`src/rtl/psk_packetizer.sv`:
```
// PSK transmit framer: buffers one AXI-stream byte packet, then emits
// preamble, Barker sync, length header, payload and guard at the symbol strobe rate.
module psk_packetizer #(
  parameter int PREAMBLE_LEN = 32,
  parameter int GUARD_LEN    = 8,
  parameter int MAX_BYTES    = 255
) (
  input  logic       clk_32M768,
  input  logic       rst_32M768,
  input  logic       clk_enable,
  input  logic       is_bpsk,
  input  logic [7:0] data_tdata,
  input  logic       data_tvalid,
  output logic       data_tready,
  input  logic       data_tlast,
  output logic       BPSK,
  output logic [1:0] QPSK,
  output logic       sym_valid,
  output logic       is_bpsk_out,
  output logic       busy,
  output logic       frame_done,
  output logic       trunc
);

  typedef enum logic [2:0] {FILL, ARM, PREAMBLE, SYNC, HEADER, PAYLOAD, GUARD} state_t;

  // chip 0 sits in the MSB
  localparam logic [12:0] BARKER = 13'b1111100110101;

  state_t     state, nstate;
  logic [7:0] idx, nidx, pidx, npidx, count;
  logic [7:0] mem [MAX_BYTES];
  logic [1:0] nsym;
  logic       nvalid, accept, at_max, close_pkt;
  logic [2:0] last_sub;

  // Symbol s of byte b: BPSK takes one bit MSB first, QPSK takes {b7,b6} first.
  function automatic logic [1:0] byte_sym(input logic [7:0] b, input logic [7:0] s,
                                          input logic bpsk);
    logic [2:0] hi;
    if (bpsk) begin
      hi = 3'd7 - s[2:0];
      return {b[hi], b[hi]};
    end
    hi = 3'd7 - {s[1:0], 1'b0};
    return {b[hi], b[hi - 3'd1]};
  endfunction

  assign data_tready = (state == FILL) && !rst_32M768;
  assign busy        = (state != FILL);
  assign accept      = data_tvalid && data_tready;
  assign at_max      = (count == 8'(MAX_BYTES - 1));
  assign close_pkt   = accept && (data_tlast || at_max);
  assign last_sub    = is_bpsk_out ? 3'd7 : 3'd3;

  // Next symbol to present on the coming strobe; outputs always carry the
  // symbol of the state/index they were loaded with.
  always_comb begin
    nstate = state;
    nidx   = idx;
    npidx  = pidx;
    nsym   = 2'b00;
    nvalid = 1'b0;
    case (state)
      ARM: begin
        nstate = PREAMBLE;
        nidx   = 8'd0;
        nsym   = 2'b11;
        nvalid = 1'b1;
      end
      PREAMBLE: begin
        nvalid = 1'b1;
        if (idx == 8'(PREAMBLE_LEN - 1)) begin
          nstate = SYNC;
          nidx   = 8'd0;
          nsym   = {2{BARKER[12]}};
        end else begin
          nidx = idx + 8'd1;
          nsym = {2{~nidx[0]}};
        end
      end
      SYNC: begin
        nvalid = 1'b1;
        if (idx == 8'd12) begin
          nstate = HEADER;
          nidx   = 8'd0;
          nsym   = byte_sym(count, 8'd0, is_bpsk_out);
        end else begin
          nidx = idx + 8'd1;
          nsym = {2{BARKER[4'd12 - nidx[3:0]]}};
        end
      end
      HEADER: begin
        nvalid = 1'b1;
        if (idx == {5'd0, last_sub}) begin
          nstate = PAYLOAD;
          nidx   = 8'd0;
          npidx  = 8'd0;
          nsym   = byte_sym(mem[0], 8'd0, is_bpsk_out);
        end else begin
          nidx = idx + 8'd1;
          nsym = byte_sym(count, nidx, is_bpsk_out);
        end
      end
      PAYLOAD: begin
        if (idx == {5'd0, last_sub}) begin
          nidx = 8'd0;
          if (pidx == count - 8'd1) begin
            nstate = GUARD;
          end else begin
            nvalid = 1'b1;
            npidx  = pidx + 8'd1;
            nsym   = byte_sym(mem[npidx], 8'd0, is_bpsk_out);
          end
        end else begin
          nvalid = 1'b1;
          nidx   = idx + 8'd1;
          nsym   = byte_sym(mem[pidx], nidx, is_bpsk_out);
        end
      end
      GUARD: begin
        if (idx == 8'(GUARD_LEN - 1)) nstate = FILL;
        else                          nidx   = idx + 8'd1;
      end
      default: ;
    endcase
  end

  always_ff @(posedge clk_32M768 or posedge rst_32M768) begin
    if (rst_32M768) begin
      state       <= FILL;
      idx         <= 8'd0;
      pidx        <= 8'd0;
      count       <= 8'd0;
      BPSK        <= 1'b0;
      QPSK        <= 2'b00;
      sym_valid   <= 1'b0;
      is_bpsk_out <= 1'b1;
      frame_done  <= 1'b0;
      trunc       <= 1'b0;
    end else begin
      frame_done <= 1'b0;
      trunc      <= 1'b0;
      if (state == FILL) begin
        if (accept) count <= count + 8'd1;
        if (close_pkt) begin
          state       <= ARM;
          is_bpsk_out <= is_bpsk;
          trunc       <= !data_tlast;
        end
      end else if (clk_enable) begin
        state      <= nstate;
        idx        <= nidx;
        pidx       <= npidx;
        BPSK       <= nsym[1];
        QPSK       <= nsym;
        sym_valid  <= nvalid;
        frame_done <= (nstate == GUARD) && (nidx == 8'(GUARD_LEN - 1));
        if (nstate == FILL) count <= 8'd0;
      end
    end
  end

  // Buffer is never cleared; count alone defines the valid contents.
  always_ff @(posedge clk_32M768) begin
    if (accept) mem[count] <= data_tdata;
  end

endmodule

```
`config.mk`:
```
export PLATFORM = sky130hd
export DESIGN_NAME = psk_packetizer
export DESIGN_NICKNAME = d
export VERILOG_FILES = /design/src/rtl/psk_packetizer.sv
export SDC_FILE = /design/constraint.sdc
export NUM_CORES = 2
export LEC_CHECK = 0
export CORE_MARGIN = 4
export CORE_UTILIZATION = 38
export DETAILED_ROUTE_END_ITERATION = 12
export SLEW_MARGIN = 20
export SYNTH_ARGS = -nofsm -noshare
export SYNTH_HDL_FRONTEND = slang
export SYNTH_SLANG_ARGS = --single-unit
```
`constraint.sdc`:
```
create_clock -name clk_32M768 -period 4.6 [get_ports clk_32M768]
set_input_delay 0.46 -clock clk_32M768 [delete_from_list [all_inputs] [get_ports clk_32M768]]
set_output_delay 0.46 -clock clk_32M768 [all_outputs]
set_load 0.05 [all_outputs]
```
Word level (Yosys, flattened, before mapping)
Memory sizes are Yosys's and may differ from the RTL's.
Cells that the tools add are included.
{"block": "word_totals", "regBits": 34, "latchBits": 0, "mem_bits_rw": 2040, "romBits": 16, "in_bits": 14, "out_inout_bits": 9, "wordCells": 138, "n_memories": 2}
{"block": "classes", "n_addsub": 8, "n_mul": 0, "n_div": 0, "magnitude_cmp": 4, "n_eq_ne": 19, "shift": 0, "mux": 73, "bitwise": 2, "reduce_logical": 20}
{"name": "mem", "depth": 255, "width": 8, "rd": 3, "rd_ports_with_merged_regs": 0, "wr": 1, "line_no": "32", "text": "logic [7:0] mem [MAX_BYTES];"}
{"name": "(name not given)", "depth": 16, "width": 1, "rd": 1, "rd_ports_with_merged_regs": 0, "wr": 0, "line_no": "90", "text": "nsym = {2{BARKER[4'd12 - nidx[3:0]]}};"}
{"operator": "two-way mux 8 bit", "count": 11}
{"operator": "one-hot mux 8 bit (5 select lines)", "count": 1}
{"operator": "two-way mux 2 bit", "count": 15}
{"operator": "two-way mux 3 bit", "count": 10}
{"operator": "two-way mux 1 bit", "count": 26}
{"operator": "adder 8 x 1 -> 8 bit (second input constant)", "count": 3}
{"operator": "binary-select mux 1 bit (select 3 bit)", "count": 6}
{"operator": "one-hot mux 3 bit (6 select lines)", "count": 1}
{"operator": "equality test 8 x 3 -> 1 bit (second input constant)", "count": 2}
{"operator": "one-hot mux 8 bit (2 select lines)", "count": 1}
{"operator": "equality test 3 bit (second input constant)", "count": 4}
{"operator": "less-than comparator 3 x 4 -> 1 bit (second input constant)", "count": 3}
{"operator": "!= test 2 bit (second input constant)", "count": 5}
{"operator": "one-hot mux 2 bit (5 select lines)", "count": 1}
{"operator": "equality test 8 x 3 -> 1 bit", "count": 1}
{"operator": "equality test 8 x 4 -> 1 bit (second input constant)", "count": 1}
{"operator": "equality test 8 x 5 -> 1 bit (second input constant)", "count": 1}
{"operator": "equality test 8 bit", "count": 1}
{"operator": "equality test 8 bit (second input constant)", "count": 1}
{"operator": "subtractor 8 x 1 -> 8 bit (second input constant)", "count": 1}
{"operator": "equality test 3 x 2 -> 1 bit (second input constant)", "count": 2}
{"operator": "zero test 3 bit", "count": 2}
{"operator": "AND reduction 2 bit", "count": 3}
{"operator": "AND reduction 6 bit", "count": 1}
{"operator": "15 further kinds", "count": 23}

Depth between registers and ports, before layout
{"block": "logic_depth", "ltp_word": 9, "ltp_mapped": 16, "depth_no_buf": 12}

Worst setup path before layout
Ideal clock, no wire load.
{"block": "synth_path", "path_type": "reg-to-reg", "startpoint": "reg state[1]", "endpoint": "reg state[0]", "setup_ps": 125, "arrival_time_ps": 3688, "required_time_ps": 4475, "setup_slack_ps": 788, "path_stages_with_launch": 12, "path_buffers": 2, "period_less_slack_ps": 3812, "cell_sequence": "dfrtp_1 -> clkbuf_1 -> or3_1 -> clkbuf_1 -> nor2_1 -> and2_1 -> and3_1 -> nand2_1 -> nor2_1 -> a21oi_1 -> nand2_1 -> mux2_2"}
{"block": "synth_via", "elab_chain_cells": 6, "word_cells_on_any_way": 16, "cone_classes": "eq/ne (7); mux (3); reduce/logical (6)"}
{"element": "from (decl)", "line_no": "30", "text": "state_t state, nstate;"}
{"element": "from (signal assigned)", "line_no": "152", "text": "state <= nstate;"}
{"element": "zero test 3 bit", "line_no": "49", "text": "assign data_tready = (state == FILL) && !rst_32M768;"}
{"element": "logical AND 1 bit", "line_no": "49"}
{"element": "net data_tready", "line_no": "14", "text": "output logic data_tready,"}
{"element": "logical AND 1 bit", "line_no": "51", "text": "assign accept = data_tvalid && data_tready;"}
{"element": "logical AND 1 bit", "line_no": "53", "text": "assign close_pkt = accept && (data_tlast || at_max);"}
{"element": "!= test 2 bit (no line)"}
{"element": "AND reduction 2 bit (no line)"}
The timed path passes the listed nets, and every way through them passes these cells. The select of a mux whose other input is x is not followed.
A chain may end at the register's enable or synchronous reset.

Worst setup path in the final report
{"block": "layout_path", "startpoint": "reg pidx[0]", "endpoint": "reg BPSK"}
{"block": "layout_via", "elab_chain_cells": 7, "word_cells_on_any_way": 14, "cone_classes": "add/sub (1); eq/ne (1); mux (11); memory (1)"}
{"element": "from (decl)", "line_no": "31", "text": "logic [7:0] idx, nidx, pidx, npidx, count;"}
{"element": "from (signal assigned)", "line_no": "154", "text": "pidx <= npidx;"}
{"element": "adder 8 x 1 -> 8 bit or memory read (255 x 8 bit) (tied branches)"}
{"element": "memory read (255 x 8 bit) or binary-select mux 1 bit (select 3 bit) (tied branches)"}
{"element": "two-way mux 2 bit or two-way mux 1 bit (tied branches)", "line_no": "41, 43"}
{"element": "two-way mux 2 bit (on tied branches)", "line_no": "45, 41"}
{"element": "two-way mux 2 bit (on tied branches)", "line_no": "108, 45"}
{"element": "two-way mux 2 bit (*)", "line_no": "106", "text": "if (idx == {5'd0, last_sub}) begin"}
{"element": "one-hot mux 2 bit (5 select lines) (*)", "line_no": "64", "text": "case (state)"}
{"element": "to (signal assigned)", "line_no": "155", "text": "BPSK <= nsym[1];"}
{"element": "to (decl)", "line_no": "16", "text": "output logic BPSK,"}
Every way passes the cells marked *; elsewhere a longest branch is shown, timed or not. The select of a mux whose other input is x is not followed.

==> impl_results.md <==
- # DRC: 0
- Routed vias/inst: approximately 6
- H-tree levels: 4
- Synth async-reset ratio: around 1.6%
- Fmax: roughly 220 MHz
- Relative slew slack: 21.0%
- Port Buffers: 22
- Max rail drop VDD: 0.331 mV
- Initial Util: 38.1%
- NumNets Final: roughly 5,100
- Setup ws final: 13.2 ps
- Antenna viol nets, final: 0
- Gr ovfl total: 0
- Leakage: ~31 nW
- Drt first pass iters: 8
- Library cells used by synthesis: 91
- Total Power: around 40 mW
- Outcome: finished, final reports clean
- Drt first-iter violations: about 6,900
- Ranking of synthesized cells by area: edfxtp_1, mux4_2, mux2i_1
- Final WL: ~280 mm
- RSZ-0062 raised after global routing: no
- # Max-Cap Violations: 0
- I/O pin cnt: 23
- Post-Syn Area per Cell: between 15 and 20 µm²
- Clock root buffer: clkbuf_16
- Worst setup EP type: register
- CP Max Fanout: 26
- WHS: between 9 and 10 ps
- Fill cells: between 15,000 and 20,000
- Utilization after layout: 44.1%
- EDFF count, synth: 2,040
- CTS Buf Count: 207
- Vias in the first global route: just under 50,000
- Layout cell share with drive strength beyond 1: 27.0%
- Largest area contributor in the netlist: edfxtp_1
- DR vias: 50,100
- Tcrit/Tclk final: roughly 100%
- DR WL/cell: 33.7 µm
- Hold buffer count at CTS: 0
- Worst hold path class: in -> async
- Fin Clk Skew: 46.4 ps
- Clk slew on worst S/H paths: ~60 ps
- Worst setup path start: pidx[0]$_DFFE_PP0P_
- Endpoints failing setup: 0
- Synth warn: 0
- Worst-case clock buffer depth: 3
- Initial antenna violation count: 20
- Area added between synthesis and finish: 15.7%
- P per Cell Area: between 400 and 500 mW/mm²
- Slew Viols, Final: 0
- Setup tns final: 0 ps
- Post-synth top area share: a little over two thirds
- Die H: about 490 µm
- Synth Register Bits: 2,073
- Fin crit period: between 4000 and 5000 ps
- First-pass GRT wire length: 388 mm
- Required time worst endpoint: roughly 5400 ps
- Final hold vios: 0
- Most used flip-flop cell after synthesis: edfxtp_1
- Crit path DAT: 5340 ps
- CORE AREA: between 0.2 and 0.25 mm²
- Rows: about 180
- Total track usage: about a quarter
- Post-detail-place hpwl: 187 mm
- Sequential share of the synthesized area: about 72%
- CTS tree: built
- Worst reg2reg startpoint: pidx[0]$_DFFE_PP0P_
- CP startpoint kind: register
- Setup WS pre-CTS: 95.8 ps
- Syn Inst Count: 4,616
- DIE AREA: 0.236 mm²
- Dpl cells: around 7,900
- Worst skew pair latency: 870 ps
- Largest net degree at the start of global routing: 150
- Syn nets: 4,639
- Crit Path Category: reg -> reg
- CTS sink count: 2,073
- Width of the chip: ~490 µm
- Mapped Area: 0.0867 mm²
- Post-place instance area: between 0.09 and 0.1 mm²
- Fin area: around 0.10 mm²
- Global placement routability congestion: between 0.9 and 1
- Slew @ Worst Pin: between 1000 and 1500 ps
- Final instance count without filler cells: slightly above 8,000
## registers in the layout, summed over array words and instances, names as in the netlist
name and cells:
mem 2040, sym_valid 1, count 8, is_bpsk_out 1, pidx 8, BPSK 1, state 3, QPSK 1
trunc 1, frame_done 1, idx 8
## report_power, final
| part | switching (mW) | internal, mW |
|---|---|---|
| Combinational | 1.77 | 0.615 |
| Sequential | 0.156 | 20.8 |
| Clock | 7.31 | 9.51 |
## final timing paths
path	depth (start not counted)	slack [ps]	to
worst max-delay path	12	10	BPSK$_DFFE_PP0P_
worst min-delay path	2	9	trunc$_DFF_PP0_
worst max register to register	12	10	BPSK$_DFFE_PP0P_
worst min register to register	2	580	idx[4]$_DFFE_PP0P_
max in group asynchronous	3	3790	pidx[2]$_DFFE_PP0P_
min in group clk_32M768	1	170	mem[146][0]$_DFFE_PP_
## cell usage in the layout, fill, tap and decap left out, types with 9 or more instances in the layout
master / n
inv_1: 12
a311oi_1: 11
clkinv_2: 38
o22ai_1: 42
a31oi_1: 11
clkdlybuf4s50_1: 14
o221ai_1: 13
nand4_1: 45
o21ai_0: 55
buf_4: 486
clkinvlp_4: 9
mux4_2: 495
o31ai_1: 14
nor4_1: 12
clkinv_1: 44
and2_1: 11
nor2_1: 319
a211oi_1: 32
clkbuf_1: 48
dfrtp_1: 26
nor3_1: 51
and3_1: 12
a221oi_1: 13
mux2_2: 41
nor2b_1: 35
a22oi_1: 189
nand2b_1: 14
a21oi_1: 64
mux2i_1: 337
edfxtp_1: 2040
clkbuf_16: 208
buf_12: 37
bufinv_16: 21
nand2_1: 173
xor2_1: 10
xnor2_1: 13
o211ai_1: 10
nand3_1: 47
diode_2: 13
## area by class of cell
class | instances | area, µm² | area share, %
inverter | 16 | 60.1 | 0.0599
multi-input combinational | 2219 | 23000 | 22.9
clock inverter | 124 | 1300 | 1.30
sequential | 2073 | 62100 | 61.9
antenna | 13 | 32.5 | 0.0324
timing repair buffer | 548 | 4700 | 4.69
clock buffer | 256 | 5390 | 5.37
tap | 3009 | 3760 | 3.75
## cells by family after synthesis
logic type      synth area share (%)
flops                           71.6
xor+xnor                       0.302
compound gates                  4.30
fa+ha+maj                      0.130
mux                             17.3
simple gates                    4.26
buf+inv                         2.10
## critical path, stage by stage (launching register included)
cell,delay (ps)
dfrtp_4,550
buf_12,280
buf_4,300
buf_4,310
mux2_1,310
o22ai_1,150
a221oi_1,650
o22ai_1,310
a2111oi_1,770
nor3_1,170
a311oi_1,330
a32oi_1,130
a21oi_1,170
## metal layers
| metal | up-vias | global-route usage [%] | routed length [µm] |
|---|---|---|---|
| li1 | 20000 | - | - |
| met1 | 26500 | 32.0 | 109000 |
| met2 | 3014 | 35.7 | 128000 |
| met3 | 583 | 5.77 | 29600 |
| met4 | 14 | 9.16 | 12300 |
| met5 | - | 0 | 87 |
## timing repair
action                     in CTS  in global routing
setup endpoints to repair       0                  2
resized for setup               0                  3
buffers inserted                0                  0
## cell usage after synthesis, types with 9 or more instances
| cell type | instances |
|---|---|
| o22ai_1 | 42 |
| a31oi_1 | 11 |
| buf_4 | 59 |
| a311oi_1 | 11 |
| clkbuf_1 | 124 |
| xor2_1 | 11 |
| ha_1 | 9 |
| inv_1 | 13 |
| a2111oi_0 | 9 |
| buf_1 | 15 |
| o211ai_1 | 10 |
| and2_1 | 12 |
| mux2i_1 | 337 |
| nor2_1 | 321 |
| a21oi_1 | 64 |
| nand4_1 | 45 |
| a221oi_1 | 13 |
| o21ai_0 | 55 |
| nand3_1 | 51 |
| a22oi_1 | 189 |
| dfrtp_1 | 32 |
| edfxtp_1 | 2040 |
| nand2_1 | 173 |
| buf_2 | 73 |
| buf_6 | 34 |
| and3_1 | 12 |
| nand2b_1 | 14 |
| o221ai_1 | 13 |
| nor4_1 | 13 |
| nor2b_1 | 38 |
| nor3_1 | 51 |
| mux2_2 | 41 |
| mux4_2 | 495 |
| o31ai_1 | 14 |
| xnor2_1 | 17 |
| a211oi_1 | 32 |
No activity file was read; power rests on OpenSTA's default activity.
